==> config.mk <==
export PLATFORM = sky130hd
export DESIGN_NAME = muldiv_alu
export DESIGN_NICKNAME = d
export VERILOG_FILES = /design/src/rtl/muldiv_alu.sv
export SDC_FILE = /design/constraint.sdc
export NUM_CORES = 1
export LEC_CHECK = 0
export BUFFER_PORTS_ARGS = -buffer_cell sky130_fd_sc_hd__clkbuf_2
export CORE_ASPECT_RATIO = 1.5
export CORE_MARGIN = 4
export CORE_UTILIZATION = 40
export DETAILED_ROUTE_END_ITERATION = 7
export PLACE_DENSITY = 0.57
export SETUP_SLACK_MARGIN = 0.1
export SLEW_MARGIN = 20
export SYNTH_ARGS = -nofsm -noshare
export SYNTH_HDL_FRONTEND = slang
export SYNTH_SLANG_ARGS = --single-unit
==> constraint.sdc <==
create_clock -name clk -period 6.25 [get_ports clk]
set_clock_uncertainty 0.05 [all_clocks]
set_input_delay 0.9375 -clock clk [delete_from_list [all_inputs] [get_ports clk]]
set_output_delay 0.9375 -clock clk [all_outputs]
set_load 0.02 [all_outputs]
==> src/rtl/muldiv_alu.sv <==
`default_nettype none
// +----------------------------------------------------------------------+
// | Module      : muldiv_alu                                             |
// | Description : Single-issue ALU with iterative shift-add multiplier   |
// |               and restoring divider behind a valid/ready handshake.  |
// | Revision    : 1.0 - initial release                                  |
// +----------------------------------------------------------------------+
module muldiv_alu #(
    parameter int XLEN = 32,
    parameter int SHW  = $clog2(XLEN)
) (
    input  logic            clk,
    input  logic            rst,
    input  logic            in_valid,
    output logic            in_ready,
    input  logic [4:0]      op,
    input  logic [XLEN-1:0] a,
    input  logic [XLEN-1:0] b,
    output logic            out_valid,
    input  logic            out_ready,
    output logic [XLEN-1:0] result,
    output logic            zero,
    output logic            lt,
    output logic            ge,
    output logic            overflow
);

    localparam int CNT_W = $clog2(XLEN);

    localparam logic [4:0] c_op_add    = 5'd0;
    localparam logic [4:0] c_op_sub    = 5'd1;
    localparam logic [4:0] c_op_and    = 5'd2;
    localparam logic [4:0] c_op_or     = 5'd3;
    localparam logic [4:0] c_op_xor    = 5'd4;
    localparam logic [4:0] c_op_sll    = 5'd5;
    localparam logic [4:0] c_op_srl    = 5'd6;
    localparam logic [4:0] c_op_sra    = 5'd7;
    localparam logic [4:0] c_op_slt    = 5'd8;
    localparam logic [4:0] c_op_sltu   = 5'd9;
    localparam logic [4:0] c_op_lui    = 5'd10;
    localparam logic [4:0] c_op_mulh   = 5'd17;
    localparam logic [4:0] c_op_mulhsu = 5'd18;
    localparam logic [4:0] c_op_div    = 5'd20;
    localparam logic [4:0] c_op_divu   = 5'd21;
    localparam logic [4:0] c_op_rem    = 5'd22;
    localparam logic [4:0] c_op_remu   = 5'd23;

    typedef enum logic [1:0] {
        S_IDLE = 2'd0,
        S_CALC = 2'd1,
        S_DONE = 2'd2
    } state_t;

    state_t r_state;
    state_t w_state_nx;

    logic [XLEN-1:0]  r_result;
    logic             r_zero;
    logic             r_lt;
    logic             r_ge;
    logic             r_ovf;
    logic [XLEN-1:0]  r_hi;
    logic [XLEN-1:0]  r_lo;
    logic [XLEN-1:0]  r_mcand;
    logic [CNT_W-1:0] r_cnt;
    logic             r_is_div;
    logic [1:0]       r_sel;
    logic             r_neg_q;
    logic             r_neg_r;

    logic             w_accept;
    logic             w_is_muldiv;
    logic             w_div_zero;
    logic             w_div_ovf;
    logic             w_special;
    logic             w_long;
    logic             w_last;
    logic             w_load;
    logic [XLEN-1:0]  w_res_d;
    logic             w_ovf_d;

    logic [SHW-1:0]   w_shamt;
    logic [XLEN-1:0]  w_sum;
    logic [XLEN-1:0]  w_diff;
    logic             w_slt;
    logic [XLEN-1:0]  w_alu_res;
    logic             w_alu_ovf;

    logic             w_a_neg;
    logic             w_b_neg;
    logic [XLEN-1:0]  w_a_mag;
    logic [XLEN-1:0]  w_b_mag;

    logic [XLEN:0]    w_mul_sum;
    logic [XLEN:0]    w_div_shift;
    logic [XLEN:0]    w_div_trial;
    logic             w_div_ok;
    logic [XLEN-1:0]  w_hi_nx;
    logic [XLEN-1:0]  w_lo_nx;
    logic [2*XLEN-1:0] w_prod;
    logic [2*XLEN-1:0] w_prod_s;
    logic [XLEN-1:0]  w_quot;
    logic [XLEN-1:0]  w_rem;
    logic [XLEN-1:0]  w_calc_res;

    assign w_accept    = in_valid && (r_state == S_IDLE);
    assign w_is_muldiv = (op[4:3] == 2'b10);
    assign w_div_zero  = (b == '0);
    assign w_div_ovf   = (a == {1'b1, {(XLEN-1){1'b0}}}) && (b == '1);
    assign w_special   = w_is_muldiv && op[2] &&
                         (w_div_zero || (!op[0] && w_div_ovf));
    assign w_long      = w_is_muldiv && !w_special;
    assign w_last      = (r_cnt == CNT_W'(XLEN-1));

    // Single-cycle results, including the divide special cases.
    assign w_shamt = b[SHW-1:0];
    assign w_sum   = a + b;
    assign w_diff  = a - b;
    assign w_slt   = ($signed(a) < $signed(b));

    always_comb begin
        w_alu_res = '0;
        w_alu_ovf = 1'b0;
        case (op)
            c_op_add: begin
                w_alu_res = w_sum;
                w_alu_ovf = (a[XLEN-1] == b[XLEN-1]) && (w_sum[XLEN-1] != a[XLEN-1]);
            end
            c_op_sub: begin
                w_alu_res = w_diff;
                w_alu_ovf = (a[XLEN-1] != b[XLEN-1]) && (w_diff[XLEN-1] != a[XLEN-1]);
            end
            c_op_and:  w_alu_res = a & b;
            c_op_or:   w_alu_res = a | b;
            c_op_xor:  w_alu_res = a ^ b;
            c_op_sll:  w_alu_res = a << w_shamt;
            c_op_srl:  w_alu_res = a >> w_shamt;
            c_op_sra:  w_alu_res = $signed(a) >>> w_shamt;
            c_op_slt:  w_alu_res = {{(XLEN-1){1'b0}}, w_slt};
            c_op_sltu: w_alu_res = {{(XLEN-1){1'b0}}, (a < b)};
            c_op_lui:  w_alu_res = b;
            c_op_div:  w_alu_res = w_div_zero ? '1 : a;
            c_op_divu: w_alu_res = '1;
            c_op_rem:  w_alu_res = w_div_zero ? a : '0;
            c_op_remu: w_alu_res = a;
            default:   w_alu_res = '0;
        endcase
    end

    // Signed variants run on magnitudes; the sign is restored on the last step.
    assign w_a_neg = a[XLEN-1] && ((op == c_op_mulh) || (op == c_op_mulhsu) ||
                                   (op == c_op_div)  || (op == c_op_rem));
    assign w_b_neg = b[XLEN-1] && ((op == c_op_mulh) || (op == c_op_div) ||
                                   (op == c_op_rem));
    assign w_a_mag = w_a_neg ? -a : a;
    assign w_b_mag = w_b_neg ? -b : b;

    assign w_mul_sum   = {1'b0, r_hi} + {1'b0, (r_lo[0] ? r_mcand : {XLEN{1'b0}})};
    assign w_div_shift = {r_hi, r_lo[XLEN-1]};
    assign w_div_trial = w_div_shift - {1'b0, r_mcand};
    assign w_div_ok    = !w_div_trial[XLEN];

    always_comb begin
        w_hi_nx = w_mul_sum[XLEN:1];
        w_lo_nx = {w_mul_sum[0], r_lo[XLEN-1:1]};
        if (r_is_div) begin
            w_hi_nx = w_div_ok ? w_div_trial[XLEN-1:0] : w_div_shift[XLEN-1:0];
            w_lo_nx = {r_lo[XLEN-2:0], w_div_ok};
        end
    end

    assign w_prod   = {w_hi_nx, w_lo_nx};
    assign w_prod_s = r_neg_q ? -w_prod : w_prod;
    assign w_quot   = r_neg_q ? -w_lo_nx : w_lo_nx;
    assign w_rem    = r_neg_r ? -w_hi_nx : w_hi_nx;

    always_comb begin
        w_calc_res = '0;
        if (r_is_div) begin
            w_calc_res = r_sel[1] ? w_rem : w_quot;
        end else if (r_sel == 2'd0) begin
            w_calc_res = w_prod_s[XLEN-1:0];
        end else begin
            w_calc_res = w_prod_s[2*XLEN-1:XLEN];
        end
    end

    assign w_load  = (w_accept && !w_long) || ((r_state == S_CALC) && w_last);
    assign w_res_d = (r_state == S_CALC) ? w_calc_res : w_alu_res;
    assign w_ovf_d = (r_state == S_CALC) ? 1'b0 : w_alu_ovf;

    always_ff @(posedge clk) begin
        if (rst) begin
            r_state <= S_IDLE;
        end else begin
            r_state <= w_state_nx;
        end
    end

    always_comb begin
        w_state_nx = r_state;
        case (r_state)
            S_IDLE: begin
                if (in_valid) begin
                    w_state_nx = w_long ? S_CALC : S_DONE;
                end
            end
            S_CALC: begin
                if (w_last) begin
                    w_state_nx = S_DONE;
                end
            end
            S_DONE: begin
                if (out_ready) begin
                    w_state_nx = S_IDLE;
                end
            end
            default: w_state_nx = S_IDLE;
        endcase
    end

    always_ff @(posedge clk) begin
        if (rst) begin
            r_result <= '0;
            r_zero   <= 1'b1;
            r_lt     <= 1'b0;
            r_ge     <= 1'b1;
            r_ovf    <= 1'b0;
            r_hi     <= '0;
            r_lo     <= '0;
            r_mcand  <= '0;
            r_cnt    <= '0;
            r_is_div <= 1'b0;
            r_sel    <= 2'd0;
            r_neg_q  <= 1'b0;
            r_neg_r  <= 1'b0;
        end else begin
            if (w_load) begin
                r_result <= w_res_d;
                r_zero   <= (w_res_d == '0);
                r_lt     <= w_res_d[XLEN-1];
                r_ge     <= !w_res_d[XLEN-1];
                r_ovf    <= w_ovf_d;
            end
            if (w_accept && w_long) begin
                r_hi     <= '0;
                r_lo     <= w_a_mag;
                r_mcand  <= w_b_mag;
                r_cnt    <= '0;
                r_is_div <= op[2];
                r_sel    <= op[1:0];
                r_neg_q  <= w_a_neg ^ w_b_neg;
                r_neg_r  <= w_a_neg;
            end else if (r_state == S_CALC) begin
                r_hi  <= w_hi_nx;
                r_lo  <= w_lo_nx;
                r_cnt <= r_cnt + 1'b1;
            end
        end
    end

    assign in_ready  = (r_state == S_IDLE);
    assign out_valid = (r_state == S_DONE);
    assign result    = r_result;
    assign zero      = r_zero;
    assign lt        = r_lt;
    assign ge        = r_ge;
    assign overflow  = r_ovf;

endmodule
`default_nettype wire

== Yosys cells after proc, flatten, opt, wreduce, memory -nomap -nowiden ==
Cells that the tools add are included.

* Bits in registers: 144
* Word-level logic and storage cells: 120

* Add/subtract/negate cells: 10
* Order comparisons: 2
* Equal/unequal tests: 29
* Shift-type cells: 3
* Muxes and demuxes: 25
* Bitwise gates (word level): 4
* Reduce and logical (&&, ||, !) cells: 33

{| class="wikitable"
|+ Operator list
! cell !! number
|-
| $mux W32 || 16
|-
| $pmux W32 S15 || 1
|-
| $neg A32 Y32 || 4
|-
| $eq A32 B32 Y1 const B || 2
|-
| $logic_not A32 Y1 || 2
|-
| $lt A32 B32 Y1 || 2
|-
| $mux W64 || 1
|-
| $neg A64 Y64 || 1
|-
| $eq A5 B5 Y1 const B || 7
|-
| $add A32 B32 Y33 || 1
|-
| $sub A33 B32 Y33 || 1
|-
| $add A32 B32 Y32 || 1
|-
| $and A32 B32 Y32 || 1
|-
| $or A32 B32 Y32 || 1
|-
| $shl A32 B5 Y32 || 1
|-
| $shr A32 B5 Y32 || 1
|-
| $sshr A32 B5 Y32 || 1
|-
| $sub A32 B32 Y32 || 1
|-
| $xor A32 B32 Y32 || 1
|-
| $eq A5 B3 Y1 const B || 4
|-
| $eq A5 B4 Y1 const B || 3
|-
| $logic_and A1 B1 Y1 || 13
|-
| $eq A5 B2 Y1 const B || 2
|-
| $mux W2 || 4
|-
| other kinds (19) || 34
|}

== Longest topological paths before layout ==
* Word-level depth: 10
* Depth in mapped cells: 25
* Gate-level depth less buffers: 24

== Worst setup path before layout ==
Ideal clock, no wire load.

* Path type: input-to-reg
* Start: input port b[1]
* End: register r_zero (netlist: zero)
* Library setup time: 0.084 ns
* Data arrival time: 6.514 ns
* Data required time: 6.116 ns
* Setup slack: -0.398 ns
* Stages on the path: 20
* Path buffers: 3
* Cell sequence: clkbuf_1 -> buf_1 -> clkbuf_1 -> inv_1 -> ha_1 -> a211oi_1 -> o21ai_0 -> a2111oi_0 -> o21ai_0 -> a221o_1 -> a221o_1 -> a31o_2 -> a21o_1 -> a21o_1 -> and2_1 -> or4b_2 -> o311a_1 -> nor3_1 -> nand4_1 -> o31ai_2

* Cells in the longest elaborated chain, start to end: 10

{| class="wikitable"
|+ Ends and longest elaborated chain
! item !! line !! source
|-
| start: declaration || 18 || <nowiki>input logic [XLEN-1:0] b,</nowiki>
|-
| parallel branches: the longest is 10 deep, another holds $sub A32 B32 Y32 || n/a ||
|-
| end signal: assignment || 240 || <nowiki>r_zero <= (w_res_d == '0);</nowiki>
|-
| end: declaration || 58 || <nowiki>logic r_zero;</nowiki>
|}

Parallel ways; which one is timed is not known.
A chain may end at the register's enable or synchronous reset.

== Final worst setup path ==
* Start: register r_mcand[28]
* End: register r_zero (netlist: zero)

* Cells in the longest elaborated chain, start to end: 9

{| class="wikitable"
|+ Ends and longest elaborated chain
! item !! line !! source
|-
| start: declaration || 64 || <nowiki>logic [XLEN-1:0] r_mcand;</nowiki>
|-
| start signal: assignment || 248 || <nowiki>r_mcand <= w_b_mag;</nowiki>
|-
| $sub A33 B32 Y33 / $mux W32 (equally long branches) || 160, 158 ||
|-
| $mux W32 (tied with other cells) || 167 || <nowiki>w_hi_nx = w_div_ok ? w_div_trial[XLEN-1:0] : w_div_shift[XLEN-1:0];</nowiki>
|-
| $mux W32 || 166 || <nowiki>if (r_is_div) begin</nowiki>
|-
| $neg A64 Y64 (tied with other cells) || 173 || <nowiki>assign w_prod_s = r_neg_q ? -w_prod : w_prod;</nowiki>
|-
| $mux W64 (tied with other cells) || 173 ||
|-
| $mux W32, on equally long branches || 181, 180 ||
|-
| $mux W32 (*) || 179 || <nowiki>if (r_is_div) begin</nowiki>
|-
| $mux W32 (*) || 189 || <nowiki>assign w_res_d = (r_state == S_CALC) ? w_calc_res : w_alu_res;</nowiki>
|-
| $logic_not A32 Y1 (*) || 240 ||
|}

Every way passes the cells marked *; elsewhere a longest branch is shown, timed or not.

==> impl_metrics.yaml <==
global_route:
  globalRouteTotalUtil_pct: 42.44
  grt_pass1_vias: 30330
  grt_pass1_wl_mm: 207.1
  grt-ovfl-total: 0
  antenna_found_initial: 4
  grt_max_degree: 91
clock_network:
  cts_buffers: 17
  h-tree-depth: 4
  clk_latency_ps: 490
  cts_root_buffer: "clkbuf_16"
  clockBufferDepth: 2
  cts_tree: "built"
  path_clk_slew_ps: 70
  cts.sinks: 143
timing:
  rsz0062_at_grt: "no"
  finalSetupViolCount: 0
  fin_crit_sh_pct: 95.27
  hold_viol: 0
  max_freq_mhz: 167.9
  setup_slack_ps: 295.3
  fin_tns_setup_ps: 0
  tightest_slew_ps: 1199
  finalCriticalPeriod_ps: 5955
  maxSlewViolCount: 0
  slew-limit-headroom_pct: 19.40
finish:
  fin_util_pct: 46.55
  area_growth_pct: 14.74
  nets: 3929
  final_common_cell: "nor2_1"
  drive_above_1_share_pct: 16.45
  final_cell_mix: "nor2_1 (426), nand2_1 (350), buf_4 (300)"
  stdcell_count: 4485
critical_path:
  critPathMaxFanout: 6
  path_class: "reg2reg"
  crit_buf_inv: 4
  crit_top_cell: "nand4_1"
  worstReg2RegStart: "r_mcand[28]"
  cpPeakStageDelay_ps: 490
  crit_required_ps: 6600
  critPathSlowestCell: "nor3_2"
  r2r_cells: 24
  crit_end: "zero"
  rrSetupSlack_ps: 300
  r2r_end: "zero"
  crit_family: "simple AND/OR/NAND/NOR gates"
  crit_path_start: "r_mcand[28]"
  cp.arrival_ps: 6300
  critical_path_depth: 24
  crit_path_end_kind: "flip-flop"
  worstPathCellList: "inv_1 -> ha_1 -> nand4_1 -> nor3_2 -> buf_4 -> o2111a_2 -> a2111o_1 -> a21boi_1 -> ha_1 -> o211ai_1 -> or2_2 -> nor3_2 -> nand4_1 -> a211oi_2 -> buf_4 -> nand3_1 -> nor4_2 -> mux2i_1 -> nor4_1 -> nand4_1 -> nor4_1 -> buf_4 -> nand4_1 -> o31ai_2"
  cp-start-kind: "flip-flop"
synth:
  synth_flop_cell: "dfxtp_1"
  synthTopCellsByArea: "dfxtp_1 (12%), ha_1 (8.6%), nor2_1 (6.6%)"
  synth_area_mm2: 0.02445
  avgSynthCellArea_um2: 6.961
  yosys_warnings: 0
  synth.yosys.seq_area_share_pct: 11.71
  ys_seq_elements: 143
  synth.distinct_cells: 102
  synth_edf_count: 0
  yosysTopAreaCell: "dfxtp_1"
  synthCells: 3513
  synth_top_area_share_pct: 11.71
  async_reset_ff_share_pct: 0
  syn_nets: 3758
floorplan:
  row_count: 110
  die_width_um: 209.9
  dieHeight_um: 310.8
  initial_core_util_pct: 40.57
  dieArea_mm2: 0.06524
  coreArea_mm2: 0.06028
  ios: 111
placement:
  hpwl_mm: 116.2
  dp_cells: 4442
  dp_slack_ps: 145.6
  io_buffers: 110
  routabilityCongestion: 1.089
power_and_ir_drop:
  total_power_mw: 4.488
  vdd_drop_max_v: 0.0002043
  p_per_area_mw_per_mm2: 159.9
  leakagePower_nw: 11.33
routing:
  drt_wl_total_mm: 144.3
  vias_per_cell: 6.744
  wl_per_cell_um: 32.18
  drtIter0Drc: 3027
  antenna_left: 0
  dr.pass1.iters: 6
  vias: 30250
  drc: 0
min_path:
  min_path_type: "reg2reg"
flow_run:
  timing.max_cap.violations: 0
status:
  outcome: "finished clean"
## per-layer routing
| layer | vias up | track usage [%] | wire [um] |
|---|---|---|---|
| met5 | - | 0 | 0 |
| met4 | 0 | 42.35 | 18580 |
| met3 | 723 | 7.080 | 9758 |
| met2 | 1721 | 73.42 | 69290 |
| met1 | 14320 | 41.64 | 46710 |
| li1 | 13480 | - | - |
## registers in the layout, indices dropped and copies added, names as in the netlist
signal	count
zero	1
r_neg_r	1
r_neg_q	1
ge	1
r_sel	2
r_lo	32
r_state	2
result	32
overflow	1
r_hi	32
r_is_div	1
r_cnt	5
r_mcand	32
## final cells by class
cell class | instances | area, um2
inverters | 165 | 619.3
multi-input cells | 2944 | 20120
diodes | 4 | 10.01
flip-flops and latches | 143 | 2868
clock buffers | 17 | 425.4
clock inverters | 15 | 127.6
fillers | 6448 | 32220
repair buffers | 413 | 2908
well taps | 784 | 980.9
## synth_stat cells (40+ instances only)
cell type / instances
a211oi_1: 109
ha_1: 168
nor2_1: 428
o21ai_0: 211
xor2_1: 40
o22ai_1: 52
nand4_1: 48
nand3_1: 61
nor4_1: 43
dfxtp_1: 143
nand2_1: 350
mux2i_1: 78
o211ai_1: 52
o31ai_1: 43
inv_1: 162
nor3_1: 103
xnor2_1: 123
clkbuf_1: 206
a21oi_1: 297
mux4_2: 61
and2_1: 46
a21o_1: 41
## power breakdown
part / switching [mW] / internal (mW) / total, mW
Combinational: 1.62 / 0.850 / 2.47
Sequential: 0.0456 / 0.958 / 1.00
Clock: 0.499 / 0.519 / 1.02
Total: 2.16 / 2.33 / 4.49
## what timing repair did
action                                  in CTS  in global routing
endpoints found under the hold margin        0                  0
gates cloned                                 0                  1
gates resized for setup                      0                 22
pin swaps                                    1                  5
setup buffers                                0                  6
hold buffers                                 0                  0
endpoints found under the setup margin       1                  6
## through the flow
step	hold slack (ps)	instance area, um2
after floorplan	390.3	24460
after global placement	402.3	27360
after detailed placement	408.1	27360
after CTS	417.7	27910
after global routing	443.8	28050
final	413.6	28060
## cell families after synthesis
| kind of cell | share of synthesized area, % |
|---|---|
| buf+inv | 6.728 |
| compound gates | 33.17 |
| simple gates | 24.27 |
| fa+ha+maj | 8.923 |
| flops | 11.71 |
| mux | 9.363 |
| xor+xnor | 5.838 |
## worst register-to-register path, stage by stage (launching register included)
cell and delay [ps]:
dfxtp_1 320, inv_1 60, ha_1 390, nand4_1 350, nor3_2 500, buf_4 220, o2111a_2 210, a2111o_1 200
a21boi_1 220, ha_1 220, o211ai_1 130, or2_2 370, nor3_2 150, nand4_1 270, a211oi_2 270, buf_4 200
nand3_1 130, nor4_2 200, mux2i_1 140, nor4_1 310, nand4_1 140, nor4_1 310, buf_4 180, nand4_1 110
o31ai_2 220
## worst min-delay path by stage
| stage | from | slack, ps | depth (start not counted) | to |
|---|---|---|---|---|
| after floorplan | r_mcand[31] | 390 | 2 | r_mcand[31] |
| after global placement | r_cnt[4] | 400 | 2 | r_cnt[4] |
| after detailed placement | r_cnt[4] | 410 | 2 | r_cnt[4] |
| after CTS | r_cnt[4] | 420 | 2 | r_cnt[4] |
| after global routing | r_cnt[4] | 440 | 2 | r_cnt[4] |
| final | r_cnt[4] | 410 | 2 | r_cnt[4] |
(Power assumes the default switching activity.)
